### src/rtl/imem_loader_pkg.sv
// -----------------------------------------------------------------------------
// imem_loader_pkg
// Shared core definitions used by the instruction-memory loader, fetch and
// memory blocks.
//   load_state_e     : loader FSM states (IDLE / LOAD / DONE)
//   DEFAULT_BASEADDR : default byte address of the first loaded word
//   WORD_SHIFT       : log2 of the byte stride between consecutive words
// -----------------------------------------------------------------------------
package imem_loader_pkg;

  typedef enum logic [1:0] {
    ST_IDLE = 2'd0,
    ST_LOAD = 2'd1,
    ST_DONE = 2'd2
  } load_state_e;

  localparam logic [31:0] DEFAULT_BASEADDR = 32'h0100_0000;

  // Words are 4 bytes apart in the byte-addressed memory map.
  localparam int WORD_SHIFT = 2;

endpackage : imem_loader_pkg

### src/rtl/imem_loader_if.sv
// -----------------------------------------------------------------------------
// imem_loader_if
// Bundles the loader's stream input and its memory write port.
//   s_valid_i / s_data_i / s_ready_o : instruction word stream (valid/ready)
//   mem_addr_o / mem_data_o          : memory write address and data
//   mem_write_en_o / mem_read_en_o   : memory strobes
// Modports:
//   master : the loader (drives the memory port, accepts the stream)
//   slave  : the environment (drives the stream, receives memory writes)
// -----------------------------------------------------------------------------
interface imem_loader_if #(
  parameter int AWIDTH = 32,
  parameter int DWIDTH = 32
);

  logic              s_valid_i;
  logic [DWIDTH-1:0] s_data_i;
  logic              s_ready_o;
  logic [AWIDTH-1:0] mem_addr_o;
  logic [DWIDTH-1:0] mem_data_o;
  logic              mem_write_en_o;
  logic              mem_read_en_o;

  modport master (
    input  s_valid_i,
    input  s_data_i,
    output s_ready_o,
    output mem_addr_o,
    output mem_data_o,
    output mem_write_en_o,
    output mem_read_en_o
  );

  modport slave (
    output s_valid_i,
    output s_data_i,
    input  s_ready_o,
    input  mem_addr_o,
    input  mem_data_o,
    input  mem_write_en_o,
    input  mem_read_en_o
  );

endinterface : imem_loader_if

### src/rtl/imem_loader.sv
// -----------------------------------------------------------------------------
// imem_loader
// Copies len_i words from a valid/ready stream into instruction memory,
// starting at BASEADDR, while holding the core in reset. When the last word
// is written the loader enters DONE and releases core_rst_o.
// Ports:
//   clk, rst        : clock, synchronous active-high reset
//   start_i, len_i  : load request and word count (sampled in IDLE/DONE only)
//   bus             : stream input + memory write port (imem_loader_if.master)
//   busy_o, done_o  : loader in LOAD / DONE
//   core_rst_o      : core held in reset until the load completes
//   checksum_o      : XOR of all words written in the current/last load
// -----------------------------------------------------------------------------
module imem_loader
  import imem_loader_pkg::*;
#(
  parameter int                AWIDTH   = 32,
  parameter int                DWIDTH   = 32,
  parameter logic [AWIDTH-1:0] BASEADDR = AWIDTH'(DEFAULT_BASEADDR),
  parameter int                LWIDTH   = 16
) (
  input  logic              clk,
  input  logic              rst,
  input  logic              start_i,
  input  logic [LWIDTH-1:0] len_i,
  imem_loader_if.master     bus,
  output logic              busy_o,
  output logic              done_o,
  output logic              core_rst_o,
  output logic [DWIDTH-1:0] checksum_o
);

  load_state_e       state_reg, state_next;
  logic [LWIDTH-1:0] count_reg, count_next;
  logic [LWIDTH-1:0] len_reg, len_next;
  logic [DWIDTH-1:0] checksum_reg, checksum_next;

  logic load_active;   // LOAD state, suppressed while rst is high
  logic start_accept;
  logic handshake;
  logic last_word;

  // Outputs are qualified with rst so nothing leaks out during the reset
  // cycle itself, even if the registered state is still LOAD/DONE.
  assign load_active  = (state_reg == ST_LOAD) && !rst;
  assign start_accept = start_i && (state_reg != ST_LOAD);
  assign handshake    = bus.s_valid_i && load_active;
  // len_reg is never 0 while in LOAD, so len_reg-1 does not underflow there.
  assign last_word    = (count_reg == (len_reg - LWIDTH'(1)));

  // ---------------------------------------------------------------------------
  // State register
  // ---------------------------------------------------------------------------
  always_ff @(posedge clk) begin
    if (rst) begin
      state_reg <= ST_IDLE;
    end else begin
      state_reg <= state_next;
    end
  end

  // ---------------------------------------------------------------------------
  // Next-state logic
  // ---------------------------------------------------------------------------
  always_comb begin
    state_next = state_reg;
    case (state_reg)
      ST_IDLE, ST_DONE: begin
        if (start_i) begin
          state_next = (len_i == '0) ? ST_DONE : ST_LOAD;
        end
      end
      ST_LOAD: begin
        // A new start_i here is deliberately ignored.
        if (handshake && last_word) begin
          state_next = ST_DONE;
        end
      end
      default: state_next = ST_IDLE;
    endcase
  end

  // ---------------------------------------------------------------------------
  // Datapath: word counter, latched length, running checksum
  // ---------------------------------------------------------------------------
  always_comb begin
    count_next    = count_reg;
    len_next      = len_reg;
    checksum_next = checksum_reg;
    if (start_accept) begin
      count_next    = '0;
      len_next      = len_i;
      checksum_next = '0;
    end else if (handshake) begin
      count_next    = count_reg + LWIDTH'(1);
      checksum_next = checksum_reg ^ bus.s_data_i;
    end
  end

  always_ff @(posedge clk) begin
    if (rst) begin
      count_reg    <= '0;
      len_reg      <= '0;
      checksum_reg <= '0;
    end else begin
      count_reg    <= count_next;
      len_reg      <= len_next;
      checksum_reg <= checksum_next;
    end
  end

  // ---------------------------------------------------------------------------
  // Output logic
  // ---------------------------------------------------------------------------
  always_comb begin
    bus.s_ready_o      = load_active;
    bus.mem_write_en_o = handshake;
    bus.mem_data_o     = bus.s_data_i;
    bus.mem_read_en_o  = 1'b0;
    // Address arithmetic wraps modulo 2^AWIDTH by construction.
    if (rst) begin
      bus.mem_addr_o = BASEADDR;
    end else begin
      bus.mem_addr_o = BASEADDR + (AWIDTH'(count_reg) << WORD_SHIFT);
    end
    busy_o     = load_active;
    done_o     = (state_reg == ST_DONE) && !rst;
    core_rst_o = !((state_reg == ST_DONE) && !rst);
    checksum_o = rst ? '0 : checksum_reg;
  end

endmodule : imem_loader

### src/flat_wrapper.sv
// flat-port wrapper written by rule: the top's interface ports become plain ports
module imem_loader_flat import imem_loader_pkg::*;
#(
  parameter int                AWIDTH   = 32,
  parameter int                DWIDTH   = 32,
  parameter logic [AWIDTH-1:0] BASEADDR = AWIDTH'(DEFAULT_BASEADDR),
  parameter int                LWIDTH   = 16
)
  (clk, rst, start_i, len_i, busy_o, done_o, core_rst_o, checksum_o, bus_s_valid_i, bus_s_data_i, bus_s_ready_o, bus_mem_addr_o, bus_mem_data_o, bus_mem_write_en_o, bus_mem_read_en_o);
  imem_loader_if #(.AWIDTH(AWIDTH), .DWIDTH(DWIDTH)) bus_i ();
  input  logic clk;
  input  logic rst;
  input  logic start_i;
  input  logic [LWIDTH-1:0] len_i;
  output logic busy_o;
  output logic done_o;
  output logic core_rst_o;
  output logic [DWIDTH-1:0] checksum_o;
  input wire logic [$bits(bus_i.s_valid_i)-1:0] bus_s_valid_i;
  input wire logic [$bits(bus_i.s_data_i)-1:0] bus_s_data_i;
  output wire logic [$bits(bus_i.s_ready_o)-1:0] bus_s_ready_o;
  output wire logic [$bits(bus_i.mem_addr_o)-1:0] bus_mem_addr_o;
  output wire logic [$bits(bus_i.mem_data_o)-1:0] bus_mem_data_o;
  output wire logic [$bits(bus_i.mem_write_en_o)-1:0] bus_mem_write_en_o;
  output wire logic [$bits(bus_i.mem_read_en_o)-1:0] bus_mem_read_en_o;
  assign bus_i.s_valid_i = bus_s_valid_i;
  assign bus_i.s_data_i = bus_s_data_i;
  assign bus_s_ready_o = bus_i.s_ready_o;
  assign bus_mem_addr_o = bus_i.mem_addr_o;
  assign bus_mem_data_o = bus_i.mem_data_o;
  assign bus_mem_write_en_o = bus_i.mem_write_en_o;
  assign bus_mem_read_en_o = bus_i.mem_read_en_o;
  imem_loader #(.AWIDTH(AWIDTH), .DWIDTH(DWIDTH), .BASEADDR(BASEADDR), .LWIDTH(LWIDTH)) u_core (.clk(clk), .rst(rst), .start_i(start_i), .len_i(len_i), .bus(bus_i), .busy_o(busy_o), .done_o(done_o), .core_rst_o(core_rst_o), .checksum_o(checksum_o));
endmodule
### config.mk
export PLATFORM = sky130hd
export DESIGN_NAME = imem_loader_flat
export DESIGN_NICKNAME = d
export VERILOG_FILES = /design/src/rtl/imem_loader_pkg.sv /design/src/rtl/imem_loader_if.sv /design/src/rtl/imem_loader.sv /design/src/flat_wrapper.sv
export SDC_FILE = /design/constraint.sdc
export NUM_CORES = 1
export LEC_CHECK = 0
export ABC_AREA = 1
export CAP_MARGIN = 20
export CORE_UTILIZATION = 45
export DETAILED_ROUTE_END_ITERATION = 8
export DONT_BUFFER_PORTS = 1
export MAX_ROUTING_LAYER = met4
export SLEW_MARGIN = 20
export SYNTH_ARGS = -nofsm -noshare
export SYNTH_HDL_FRONTEND = slang
export SYNTH_SLANG_ARGS = --single-unit
export TNS_END_PERCENT = 30
### constraint.sdc
create_clock -name clk -period 1.75 [get_ports clk]
set_clock_uncertainty 0.05 [all_clocks]
set_input_delay 0.35 -clock clk [delete_from_list [all_inputs] [get_ports clk]]
set_output_delay 0.35 -clock clk [all_outputs]
set_load 0.1 [all_outputs]
# After elaboration in Yosys (flattened, before gate mapping)
# Cells that the tools add are included.
# word_totals
word_cells	32
regBits	66
# op_classes
reduce_logical	12
muxes	6
n_addsub	3
n_eq_ne	6
bitwise_logic	1
# op_table
operator	count
two-way mux 32 bit	2
bitwise XOR 32 bit	1
adder 25 x 18 -> 26 bit, first input constant	1
adder 16 x 1 -> 16 bit, second input constant	1
== test 16 bit	1
zero test 16 bit	1
subtractor 16 x 1 -> 16 bit, second input constant	1
two-way mux 2 bit	3
logical AND 1 bit	5
inequality test 2 bit, second input constant	2
one-hot mux 2 bit (2 select lines)	1
OR reduction 2 bit	2
== test 2 x 1 -> 1 bit, second input constant	1
== test 2 bit, second input constant	1
zero test 1 bit	2
zero test 2 bit	1
inequality test 2 x 1 -> 1 bit, second input constant	1
AND reduction 2 bit	1

# Longest topological paths before layout
# Gate-level depths: netlist (run 1).
# depth
word_depth	6
depth_mapped	12
depth_no_buf	12

# Worst setup path before layout (run 1)
# OpenSTA, ideal clock, no wires.
# synth_timing
path_kind	input-to-output
from	in rst
to	out core_rst_o
stages	3
arrival_ns	3.879
required_time_ns	1.350
path_buffers	1
setup_slack_ns	-2.529
path_cell_list	buf_2 nor3_1 inv_1
# synth_between
elab_chain_cells	3
# synth_lines
item	line_no	source
from (decl)	flat_wrapper.sv:12	input logic rst;
zero test 1 bit	--	
logical AND 1 bit	--	
named net done_o	flat_wrapper.sv:16	output logic done_o;
zero test 1 bit	imem_loader.sv:128	core_rst_o = !((state_reg == ST_DONE) && !rst);
to (decl)	flat_wrapper.sv:17	output logic core_rst_o;
# The timed path passes the listed nets, and every way through them passes these cells.

# Worst setup path in the final report (run 1)
# layout_timing
from	reg u_core.state_reg[1]
to	reg u_core.count_reg[14]
# layout_between
elab_chain_cells	3
elab_cells_between_ends	6
# layout_lines
item	line_no	source
from (decl)	imem_loader.sv:33	load_state_e state_reg, state_next;
from (signal assigned)	imem_loader.sv:58	state_reg <= state_next;
inequality test 2 x 1 -> 1 bit / == test 2 x 1 -> 1 bit (equally long branches)	imem_loader.sv:46, imem_loader.sv:45	
logical AND 1 bit, on equally long branches	imem_loader.sv:46, imem_loader.sv:45	
OR reduction 2 bit (no line) / logical AND 1 bit (equally long branches)	--	
to (signal assigned)	imem_loader.sv:106	count_reg <= count_next;
to (decl)	imem_loader.sv:34	logic [LWIDTH-1:0] count_reg, count_next;
# Parallel ways exist; a longest one is shown, timed or not.
# A chain may end at the register's enable or synchronous reset.

==> impl_summary.log, run 1 <==
[metrics] number of core rows: 34
[metrics] cell area after technology mapping: 4020 um2
[metrics] post-route fraction of the period consumed by the critical path: 0.965
[metrics] final setup violation count: 0
[metrics] max-cap viol count: 0
[metrics] sequential share of the synthesized area: 0.329
[metrics] number of max-slew violations in the final report: 0
[metrics] total power density per cell area: between 700 and 800 nW/um2
[metrics] number of vias per cell after detailed routing: a little under 5
[metrics] number of enable flip-flop cells after synthesis: 0
[metrics] TritonCTS sink count: 66
[metrics] number of global-route vias before repair: ~3500
[metrics] total iterations of the first detailed-routing run: 4
[metrics] CTS tree: built
[metrics] Synth warnings: 0
[metrics] total leakage power: between 2 and 2.5 nW
[metrics] minimum clock period: 1.69 ns
[metrics] required time at the worst-slack endpoint: 1.92 ns
[metrics] initial antenna violation count: 0
[metrics] CP Cell Sequence: inv_2 -> nand2_4 -> nor2_4 -> nand2_4 -> buf_6 -> nor3_4 -> and2_4 -> nand4_1 -> o21ai_1 -> a21oi_1
[metrics] unrepaired setup endpoints after global routing: true
[metrics] data arrival time of the critical path: 1.86 ns
[metrics] biggest cell delay along the critical path: ~0.32 ns
[metrics] most prevalent standard cell on the critical path: nand2_4
[metrics] vertical extent of the die: a little under 100 um
[metrics] Area contributors post-synth: dfxtp_1, inv_1, buf_4, nor2_1, o21ai_0
[metrics] relative area change from synthesis to final layout: 25.1%
[metrics] Yosys top cell by area: dfxtp_1
[metrics] Total Die Area: roughly 9300 um2
[metrics] share of the core filled with cells: 0.580
[metrics] global router's overall resource usage: 0.222
[metrics] setup tns final: 0 ns
[metrics] synthesized flop and latch total: 66
[metrics] hold-fix buffer count after cts: 0
[metrics] remaining global-route overflow: 0
[metrics] post-detailed-route count of antenna-violating nets: 0
[metrics] Die Width: between 90 and 100 um
[metrics] initial core utilization: 0.463
[metrics] fraction of layout instances using a drive strength above 1: 0.289
[metrics] Routability Congestion: 0.829
[metrics] Total Power: 3.64 mW
[metrics] fraction of post-synthesis cell area in the top cell type by area: 0.329
[metrics] final net count: between 600 and 700
[metrics] timing-limited maximum frequency: around 0.59 GHz
[metrics] Final Hold Viols: 0
[metrics] post-layout worst setup margin: ~0.06 ns
[metrics] Post-DP HPWL: slightly above 7000 um
[metrics] DRC violation count after routing: 0
[metrics] number of fill cells: 822
[metrics] Cells after Synth: 606
[metrics] endpoint type of the worst setup path: flop
[metrics] WP buf/inv: 2
[metrics] total inserted antenna cells: 0
[metrics] clk_lat worst skew: ~0.34 ns
[metrics] Critical Path Fanout Max: 3
[metrics] number of vias after detailed routing: between 3000 and 4000
[metrics] crit path kind: reg -> reg
[metrics] wire length of the first global-routing pass: ~15000 um
[metrics] Clock Tree Root: clkbuf_8
[metrics] CP max stage cell: dfxtp_2
[metrics] largest vdd supply drop: about 0.45 mV
[metrics] flip-flop count of the largest register, all copies and words added: 32
[metrics] Worst path top cell family by delay: simple AND/OR/NAND/NOR gates
[metrics] TritonCTS Buffers: 9
[metrics] worst setup slack after placement: -0.0430 ns
[metrics] Avg Inst Size Synth: about 6.6 um2
[metrics] Worst-path clk slew: around 0.07 ns
[metrics] wire length per cell after detailed routing: around 13 um
[metrics] element type at the critical path start: flop
[metrics] Async SR Flop Fraction: 0
[metrics] most used standard cell by instance count after synthesis: inv_1
[metrics] most frequently used flop master after synthesis: dfxtp_1
[metrics] run status: finished clean
[metrics] CTS H-tree lvls: 3
[metrics] overall routed net length: slightly below 10000 um
[metrics] core region area: 8680 um2
[metrics] count of buffers from port buffering: 0
[metrics] maximum number of pins on one net before global-route repair: 55
[metrics] most numerous cell types in the synthesized netlist: inv_1, nor2_1, nand2_1
[metrics] count of cell types in the netlist: 39
[metrics] Starting DRT DRC Count: 133
[metrics] I/O Pins: approximately 150
[metrics] maximum buffer depth of the clock tree: 2
[metrics] type of the tightest min-delay check: in -> reg
worst paths after layout:
check                     startpoint                       to  slack (ns)  cells past startpoint
min                              rst      u_core.state_reg[0]        0.04                      1
max reg2reg      u_core.state_reg[1]     u_core.count_reg[14]        0.06                     10
max              u_core.state_reg[1]     u_core.count_reg[14]        0.06                     10
min reg2reg  u_core.checksum_reg[28]  u_core.checksum_reg[28]        0.44                      2
report_power, final:
part / internal, mW / total [mW] / switching (mW)
Combinational: 0.221 / 0.764 / 0.543
Clock: 0.654 / 1.28 / 0.625
Sequential: 1.55 / 1.59 / 0.0423
Total: 2.43 / 3.64 / 1.21
kinds of logic after synthesis:
kind of cell	share of synthesized area
adders and majority gates	0.00622
and+or+nand+nor	0.292
buffers and inverters	0.211
other	0.00187
xor gates and xnor gates	0.0348
AOI/OAI and AO/OA	0.126
DFF	0.329
routing by layer:
metal  part of all wire  vias up  global-route usage
met3              0.054       10              0.0571
li1                   -     1909                   -
met1               0.42     1721               0.254
met4             0.0071        0              0.0441
met5                  0        -                   -
met2               0.52      111               0.391
cell usage in the layout, fill, tap and decap left out, drive strengths merged, types with 8 or more instances in the layout:
master	instances
xor2	8
inv	105
nand2	74
nor2	92
o21ai	57
dfxtp	66
xnor2	8
clkbuf	9
nand3	41
conb	17
a21oi	35
buf	80
and3	23
per-stage QoR:
stage | hold WS [ns] | cell area (um2) | cells
final | 0.0370 | 5030 | 755
after global routing | 0.00385 | 5030 | 755
after CTS | 0.0115 | 4850 | 748
after detailed placement | 0.385 | 4580 | 727
after global placement | 0.383 | 4580 | 727
after floorplan | 0.398 | 4350 | 621
area by class of cell:
| cell class | count | area, um2 | share of cell area |
|---|---|---|---|
| clock buffers | 9 | 124 | 0.0246 |
| clock inverters | 6 | 67.6 | 0.0134 |
| inverters | 104 | 398 | 0.0791 |
| multi-input cells | 381 | 2280 | 0.453 |
| flip-flops and latches | 66 | 1330 | 0.264 |
| well taps | 108 | 135 | 0.0269 |
| repair buffers | 81 | 697 | 0.139 |
what timing repair did:
action | in CTS | in global routing
setup buffers | 5 | 7
endpoints found under the setup margin | 3 | 15
resized for setup | 5 | 41
cloned | 1 | 0
pin swaps | 3 | 15
Note: power is estimated with default switching activity, not from simulation.
==> run 2: changes to the inputs <==
--- a/config.mk
+++ b/config.mk
@@ -5,11 +5,11 @@
 export SDC_FILE = /design/constraint.sdc
 export NUM_CORES = 1
 export LEC_CHECK = 0
-export ABC_AREA = 1
 export CAP_MARGIN = 20
 export CORE_UTILIZATION = 45
 export DETAILED_ROUTE_END_ITERATION = 8
 export DONT_BUFFER_PORTS = 1
+export GPL_TIMING_DRIVEN = 0
 export MAX_ROUTING_LAYER = met4
 export SLEW_MARGIN = 20
 export SYNTH_ARGS = -nofsm -noshare
==> run 2 against run 1 <==
- the flow now finishes with violations (setup timing)
- largest power group unchanged
- sequential power hardly changed
- highest routed layer unchanged
- non-clock buffer count up 4
- first-iteration DRC count rose by 5.3%
- critical endpoint is now u_core.state_reg[0]
- largest cell class unchanged
==> impl_summary.log, run 2 <==
[metrics] Synth Area in XOR/XNOR: 0.144 (was 0.0348)
[metrics] total power density per cell area: 795 nW/um2 (was 723 nW/um2)
[metrics] global router's overall resource usage: 0.227 (was 0.222)
[metrics] initial core utilization: 0.466 (was 0.463)
[metrics] initial antenna violation count: 0 (unchanged)
[metrics] CTS tree: built (unchanged)
[metrics] Area contributors post-synth: dfxtp_1, xor2_1, buf_4, nor2b_1, nand2_1 (was dfxtp_1, inv_1, buf_4, nor2_1, o21ai_0)
[metrics] Worst-path clk slew: 0.07 ns (about the same)
[metrics] most frequently used flop master after synthesis: dfxtp_1 (unchanged)
[metrics] maximum number of pins on one net before global-route repair: 13 (was 55)
[metrics] most numerous cell types in the synthesized netlist: nand2_1, dfxtp_1, nor2_1 (was inv_1, nor2_1, nand2_1)
[metrics] count of buffers from port buffering: 0 (unchanged)
[metrics] element type at the critical path start: flop (unchanged)
[metrics] post-synthesis adder-cell area fraction: 0.00654 (was 0.00622)
[metrics] flip-flop count of the largest register, all copies and words added: 32 (unchanged)
[metrics] worst hold-check slack: 0.0849 ns (was 0.0370 ns)
[metrics] endpoint type of the worst setup path: flop (unchanged)
[metrics] TritonCTS Buffers: 9 (unchanged)
[metrics] largest vdd supply drop: 0.525 mV (was 0.454 mV)
[metrics] Routability Congestion: 0.866 (was 0.829)
[metrics] Total Power: 3.91 mW (was 3.64 mW)
[metrics] TritonCTS sink count: 66 (unchanged)
[metrics] Synth warnings: 0 (unchanged)
[metrics] data arrival time of the critical path: 2.64 ns (was 1.86 ns)
[metrics] failing checks: setup timing
[metrics] required time at the worst-slack endpoint: 1.90 ns (was 1.92 ns)
[metrics] share of the core filled with cells: 0.599 (was 0.580)
[metrics] number of global-route vias before repair: 3025 (was 3462)
[metrics] number of vias per cell after detailed routing: 5.13 (was 4.97)
[metrics] maximum buffer depth of the clock tree: 2 (unchanged)
[metrics] overall routed net length: 9280 um (was 9880 um)
[metrics] share of cell area taken by muxes after synthesis: 0.00261 (was 0)
[metrics] Async SR Flop Fraction: 0 (unchanged)
[metrics] Starting DRT DRC Count: 140 (was 133)
[metrics] Cells after Synth: 488 (was 606)
[metrics] post-route fraction of the period consumed by the critical path: 1.42 (was 0.965)
[metrics] final setup violation count: 15 (was 0)
[metrics] compound-cell area share of the yosys netlist: 0.0690 (was 0.126)
[metrics] count of cell types in the netlist: 46 (was 39)
[metrics] unrepaired setup endpoints after global routing: true (unchanged)
[metrics] Clock Tree Root: clkbuf_8 (unchanged)
[metrics] fraction of post-synthesis cell area in the top cell type by area: 0.345 (was 0.329)
[metrics] CTS H-tree lvls: 3 (unchanged)
[metrics] core region area: 8220 um2 (was 8680 um2)
[metrics] clk_lat worst skew: 0.34 ns (about the same)
[metrics] I/O Pins: 154 (unchanged)
[metrics] hold-fix buffer count after cts: 0 (unchanged)
[metrics] total iterations of the first detailed-routing run: 4 (unchanged)
[metrics] Total Die Area: 8880 um2 (was 9320 um2)
[metrics] minimum clock period: 2.49 ns (was 1.69 ns)
[metrics] remaining global-route overflow: 0 (unchanged)
[metrics] crit path kind: reg -> reg (unchanged)
[metrics] Die Width: 94.2 um (was 96.5 um)
[metrics] worst setup slack after placement: -0.929 ns (was -0.0430 ns)
[metrics] timing-limited maximum frequency: 0.402 GHz (was 0.592 GHz)
[metrics] number of enable flip-flop cells after synthesis: 0 (unchanged)
[metrics] fraction of layout instances using a drive strength above 1: 0.360 (was 0.289)
[metrics] vertical extent of the die: 94.2 um (was 96.5 um)
[metrics] cell area after technology mapping: 3830 um2 (was 4020 um2)
[metrics] sequential share of the synthesized area: 0.345 (was 0.329)
[metrics] synthesized flop and latch total: 66 (unchanged)
[metrics] wire length per cell after detailed routing: 14.7 um (was 13.1 um)
[metrics] run status: complete, but fails checks (was finished clean)
[metrics] slew margin rel.: 0.555
[metrics] total inserted antenna cells: 0 (unchanged)
[metrics] post-layout worst setup margin: -0.738 ns (was 0.0609 ns)
[metrics] wire length of the first global-routing pass: 14900 um (was 15500 um)
[metrics] Yosys top cell by area: dfxtp_1 (unchanged)
[metrics] number of vias after detailed routing: 3246 (was 3751)
[metrics] most used standard cell by instance count after synthesis: nand2_1 (was inv_1)
[metrics] commonest non-fill, non-tap cells in the layout: nand2_1, buf_4, nor2_1 (was inv_1, nand2_1, buf_4)
[metrics] Critical Path Fanout Max: 5 (was 3)
[metrics] post-detailed-route count of antenna-violating nets: 0 (unchanged)
[metrics] relative area change from synthesis to final layout: 28.6% (was 25.1%)
[metrics] Final Hold Viols: 0 (unchanged)
[metrics] most common library cell in the layout ignoring fill and taps: nand2_1 (was inv_1)
[metrics] transition at the pin with the smallest max-transition slack: 0.666 ns
[metrics] post-synthesis share of cell area spent on and, or, nand and nor gates: 0.299 (was 0.292)
[metrics] Post-DP HPWL: 6640 um (was 7190 um)
[metrics] Avg Inst Size Synth: 7.85 um2 (was 6.64 um2)
[metrics] DRC violation count after routing: 0 (unchanged)
[metrics] max-cap viol count: 0 (unchanged)
[metrics] total leakage power: 1.77 nW (was 2.21 nW)
[metrics] final net count: 577 (was 697)
[metrics] largest family of logic cells by synthesized area: simple AND/OR/NAND/NOR gates (unchanged)
[metrics] number of max-slew violations in the final report: 0 (unchanged)
[metrics] number of fill cells: 721 (was 822)
[metrics] type of the tightest min-delay check: in -> reg (unchanged)
[metrics] number of core rows: 33 (was 34)
run 2: cell count changes in the layout (fill, tap and decap cells not counted), sizes merged, moves of 21 or more:
cell and delta:
nor2 -36, and3 -21, o21ai -49, xor2 +38, nor2b +48, inv -101, nand3 -31
run 2: kinds of logic after synthesis:
| kind of cell | after synthesis |
|---|---|
| xor gates and xnor gates | 63 |
| buffers and inverters | 81 |
| DFF | 66 |
| and+or+nand+nor | 230 |
| AOI/OAI and AO/OA | 43 |
| adders and majority gates | 2 |
| other | 2 |
| muxes | 1 |
run 2: per-stage QoR:
| stage | TNS [ns] | area [um2] | std cells |
|---|---|---|---|
| floorplan | -25.85 | 3950 | 503 |
| detailed placement | -29.99 | 4190 | 608 |
| finish | -3.00 | 4920 | 633 |
| global placement | -47.82 | 4080 | 608 |
| global route | -4.43 | 4920 | 633 |
| CTS | -3.01 | 4810 | 628 |
run 2: path summary, 6_finish.rpt:
| kind | startpoint | endpoint | slack, ns | cells past startpoint |
|---|---|---|---|---|
| worst min-delay path | len_i[1] | u_core.len_reg[1] | 0.08 | 2 |
| worst min register to register | u_core.len_reg[15] | u_core.len_reg[15] | 0.42 | 2 |
| worst max register to register | u_core.len_reg[0] | u_core.state_reg[0] | -0.74 | 8 |
| worst max-delay path | u_core.len_reg[0] | u_core.state_reg[0] | -0.74 | 8 |
run 2: repair_timing:
action                                  in CTS  in global routing
cloned                                       0                  1
pin swaps                                   12                  6
gates resized for setup                    108                 24
setup buffers                                7                  5
endpoints found under the setup margin     112                 60
run 2: cell type report:
class / instances / area, um2 / share of cell area
clock buffer: 10 / 128 / 0.0259
timing repair buffer: 13 / 105 / 0.0214
tap: 105 / 131 / 0.0267
inverter: 5 / 27.5 / 0.00559
buffer: 72 / 563 / 0.114
multi-input combinational: 356 / 2560 / 0.520
clock inverter: 6 / 43.8 / 0.00890
sequential: 66 / 1370 / 0.277
run 2: power breakdown:
part / total (mW) / leakage, nW / internal [mW] / switching, mW
Combinational: 1.19 / 1.14 / 0.319 / 0.871
Sequential: 1.60 / 0.547 / 1.54 / 0.0614
Clock: 1.12 / 0.0862 / 0.516 / 0.607
Total: 3.91 / 1.77 / 2.37 / 1.54
run 2: per-layer routing:
metal	vias up	share of wire	GRT usage
met1	1526	0.43	0.267
met5	-	0	-
li1	1595	-	-
met2	119	0.50	0.373
met4	0	0.010	0.0603
met3	6	0.065	0.0696
run 2: critical path: stages, from the launching register on:
cell and delay (ns):
dfxtp_4 0.36, inv_4 0.06, ha_4 0.12, or4b_4 0.49
or4b_4 0.50, nand3_2 0.07, o211ai_1 0.15, a2111oi_4 0.45
o31ai_1 0.11
==> run 3: changes to the inputs <==
--- a/config.mk
+++ b/config.mk
@@ -5,12 +5,14 @@
 export SDC_FILE = /design/constraint.sdc
 export NUM_CORES = 1
 export LEC_CHECK = 0
+export ABC_AREA = 1
 export CAP_MARGIN = 20
-export CORE_UTILIZATION = 45
+export CORE_UTILIZATION = 40
 export DETAILED_ROUTE_END_ITERATION = 8
 export DONT_BUFFER_PORTS = 1
 export GPL_TIMING_DRIVEN = 0
 export MAX_ROUTING_LAYER = met4
+export SKIP_CTS_REPAIR_TIMING = 1
 export SLEW_MARGIN = 20
 export SYNTH_ARGS = -nofsm -noshare
 export SYNTH_HDL_FRONTEND = slang
==> run 3 against run 2 <==
- the flow still finishes with violations (setup timing)
- sequential power about the same
- setup slack worse by 0.17 ns
- sequential share of layout area down 1.2 points
- design area up 1.7%
- die area up 18%
- largest power group unchanged
==> impl_summary.log, run 3 (synthesis gave the netlist of run 1 again) <==
[metrics] Critical Path Fanout Max: 4 (was 5)
[metrics] TritonCTS sink count: 66 (unchanged)
[metrics] timing-limited maximum frequency: 0.376 GHz (was 0.402 GHz)
[metrics] count of buffers from port buffering: 0 (unchanged)
[metrics] element type at the critical path start: flop (unchanged)
[metrics] I/O Pins: 154 (unchanged)
[metrics] post-layout worst setup margin: -0.909 ns (was -0.738 ns)
[metrics] setup tns final: -25.76 ns (was -3.00 ns)
[metrics] clk_lat worst skew: 0.34 ns (about the same)
[metrics] required time at the worst-slack endpoint: 1.35 ns (was 1.90 ns)
[metrics] initial antenna violation count: 0 (unchanged)
[metrics] total inserted antenna cells: 0 (unchanged)
[metrics] number of max-slew violations in the final report: 0 (unchanged)
[metrics] minimum clock period: 2.66 ns (was 2.49 ns)
[metrics] fraction of power spent switching nets: 0.369 (was 0.393)
[metrics] Non-Filler Cell Area, Final: 5010 um2 (was 4920 um2)
[metrics] share of the core filled with cells: 0.512 (was 0.599)
[metrics] endpoint type of the worst setup path: primary output (was flop)
[metrics] final setup violation count: 103 (was 15)
[metrics] number of vias after detailed routing: 3700 (was 3246)
[metrics] flip-flop count of the largest register, all copies and words added: 32 (unchanged)
[metrics] max-cap viol count: 0 (unchanged)
[metrics] share of total power in combinational logic: 0.278 (was 0.304)
[metrics] worst setup slack after placement: -0.972 ns (was -0.929 ns)
[metrics] Post-DP HPWL: 7850 um (was 6640 um)
[metrics] maximum buffer depth of the clock tree: 2 (unchanged)
[metrics] relative area change from synthesis to final layout: 24.5% (was 28.6%)
[metrics] run status: complete, but fails checks (unchanged)
[metrics] vertical extent of the die: 102 um (was 94.2 um)
[metrics] Final Hold Viols: 0 (unchanged)
[metrics] Clock Tree Root: clkbuf_8 (unchanged)
[metrics] Worst-path clk slew: 0.08 ns (was 0.07 ns)
[metrics] transition at the pin with the smallest max-transition slack: 1.08 ns (was 0.666 ns)
[metrics] crit path kind: reg -> out (was reg -> reg)
[metrics] number of vias per cell after detailed routing: 4.74 (was 5.13)
[metrics] core region area: 9770 um2 (was 8220 um2)
[metrics] Die Width: 102 um (was 94.2 um)
[metrics] design internal power: 2.56 mW (was 2.37 mW)
[metrics] placed standard-cell area: 4520 um2 (was 4190 um2)
[metrics] maximum number of pins on one net before global-route repair: 11 (was 13)
[metrics] fraction of layout instances using a drive strength above 1: 0.255 (was 0.360)
[metrics] Psw: 1.50 mW (was 1.54 mW)
[metrics] commonest non-fill, non-tap cells in the layout: inv_1, nand2_1, dfxtp_1 (was nand2_1, buf_4, nor2_1)
[metrics] DRC violation count after routing: 0 (unchanged)
[metrics] type of the tightest min-delay check: in -> reg (unchanged)
[metrics] wire length of the first global-routing pass: 15500 um (was 14900 um)
[metrics] final net count: 697 (was 577)
[metrics] Clk pwr share: 0.331 (was 0.287)
[metrics] total leakage power: 2.11 nW (was 1.77 nW)
[metrics] Sequential Power Share: 0.391 (was 0.409)
[metrics] Total Die Area: 10500 um2 (was 8880 um2)
[metrics] Starting DRT DRC Count: 184 (was 140)
[metrics] global router's overall resource usage: 0.200 (was 0.227)
[metrics] slew margin rel.: 0.281 (was 0.555)
[metrics] total power density per cell area: 811 nW/um2 (was 795 nW/um2)
[metrics] largest vdd supply drop: 0.396 mV (was 0.525 mV)
[metrics] wire length per cell after detailed routing: 13.2 um (was 14.7 um)
[metrics] failing checks: setup timing (unchanged)
[metrics] post-detailed-route count of antenna-violating nets: 0 (unchanged)
[metrics] initial core utilization: 0.411 (was 0.466)
[metrics] overall routed net length: 10300 um (was 9280 um)
[metrics] unrepaired setup endpoints after global routing: true (unchanged)
[metrics] remaining global-route overflow: 0 (unchanged)
[metrics] number of global-route vias before repair: 3259 (was 3025)
[metrics] total iterations of the first detailed-routing run: 6 (was 4)
[metrics] number of core rows: 36 (was 33)
[metrics] Routability Congestion: 0.822 (was 0.866)
[metrics] CTS tree: built (unchanged)
[metrics] post-route fraction of the period consumed by the critical path: 1.52 (was 1.42)
[metrics] CTS H-tree lvls: 3 (unchanged)
[metrics] number of fill cells: 959 (was 721)
[metrics] TritonCTS Buffers: 9 (unchanged)
[metrics] Total Power: 4.06 mW (was 3.91 mW)
[metrics] most common library cell in the layout ignoring fill and taps: inv_1 (was nand2_1)
[metrics] data arrival time of the critical path: 2.26 ns (was 2.64 ns)
-- run 3: cell types whose count changed in the layout (fill, tap and decap cells not counted), sizes merged, moves of 4 or more --
cell,change
o21ai,+49
nor2b,-48
nor2,+36
nor4,-5
xnor2,-9
a21oi,+14
or3,-4
nand3,+31
xor2,-38
inv,+99
clkinv,-4
and3,+21
-- run 3: worst max-delay path: stages, from the launching register on --
cell	delay, ns
dfxtp_4	0.36
nor3_4	0.85
inv_1	0.71
-- run 3: layout make-up --
class | count | area, um2 | share of cell area
tap | 133 | 166 | 0.0332
buffer | 69 | 503 | 0.100
inverter | 104 | 394 | 0.0787
multi-input combinational | 381 | 2290 | 0.457
sequential | 66 | 1330 | 0.265
timing repair buffer | 12 | 123 | 0.0245
clock inverter | 2 | 35.0 | 0.00700
clock buffer | 13 | 169 | 0.0337
-- run 3: per-stage QoR --
step	instances	hold slack, ns
global placement	754	0.427
detailed placement	754	0.440
global route	780	0.103
finish	780	0.122
floorplan	621	0.398
CTS	769	0.102
-- run 3: final timing paths --
check,start,end,slack (ns),depth (start not counted)
setup / recovery,u_core.state_reg[0],core_rst_o,-0.91,2
hold / removal,bus_s_data_i[28],u_core.checksum_reg[28],0.12,2
setup reg to reg,u_core.state_reg[1],u_core.state_reg[0],-0.53,11
hold reg to reg,u_core.checksum_reg[31],u_core.checksum_reg[31],0.45,2
-- run 3: power groups by stage --
stage,registers [mW],clock network [mW],logic [mW]
after floorplan,1.61,0,0.988
after global placement,1.62,0,1.08
after detailed placement,1.62,0,1.09
after CTS,1.59,1.38,1.09
after global routing,1.59,1.43,1.21
final,1.59,1.34,1.13
-- run 3: layer usage --
metal	vias to the layer above	part of all wire	GRT usage
li1	1914	-	-
met1	1633	0.44	0.245
met2	143	0.49	0.329
met3	10	0.060	0.0417
met4	0	0.0094	0.0593
met5	-	0	-
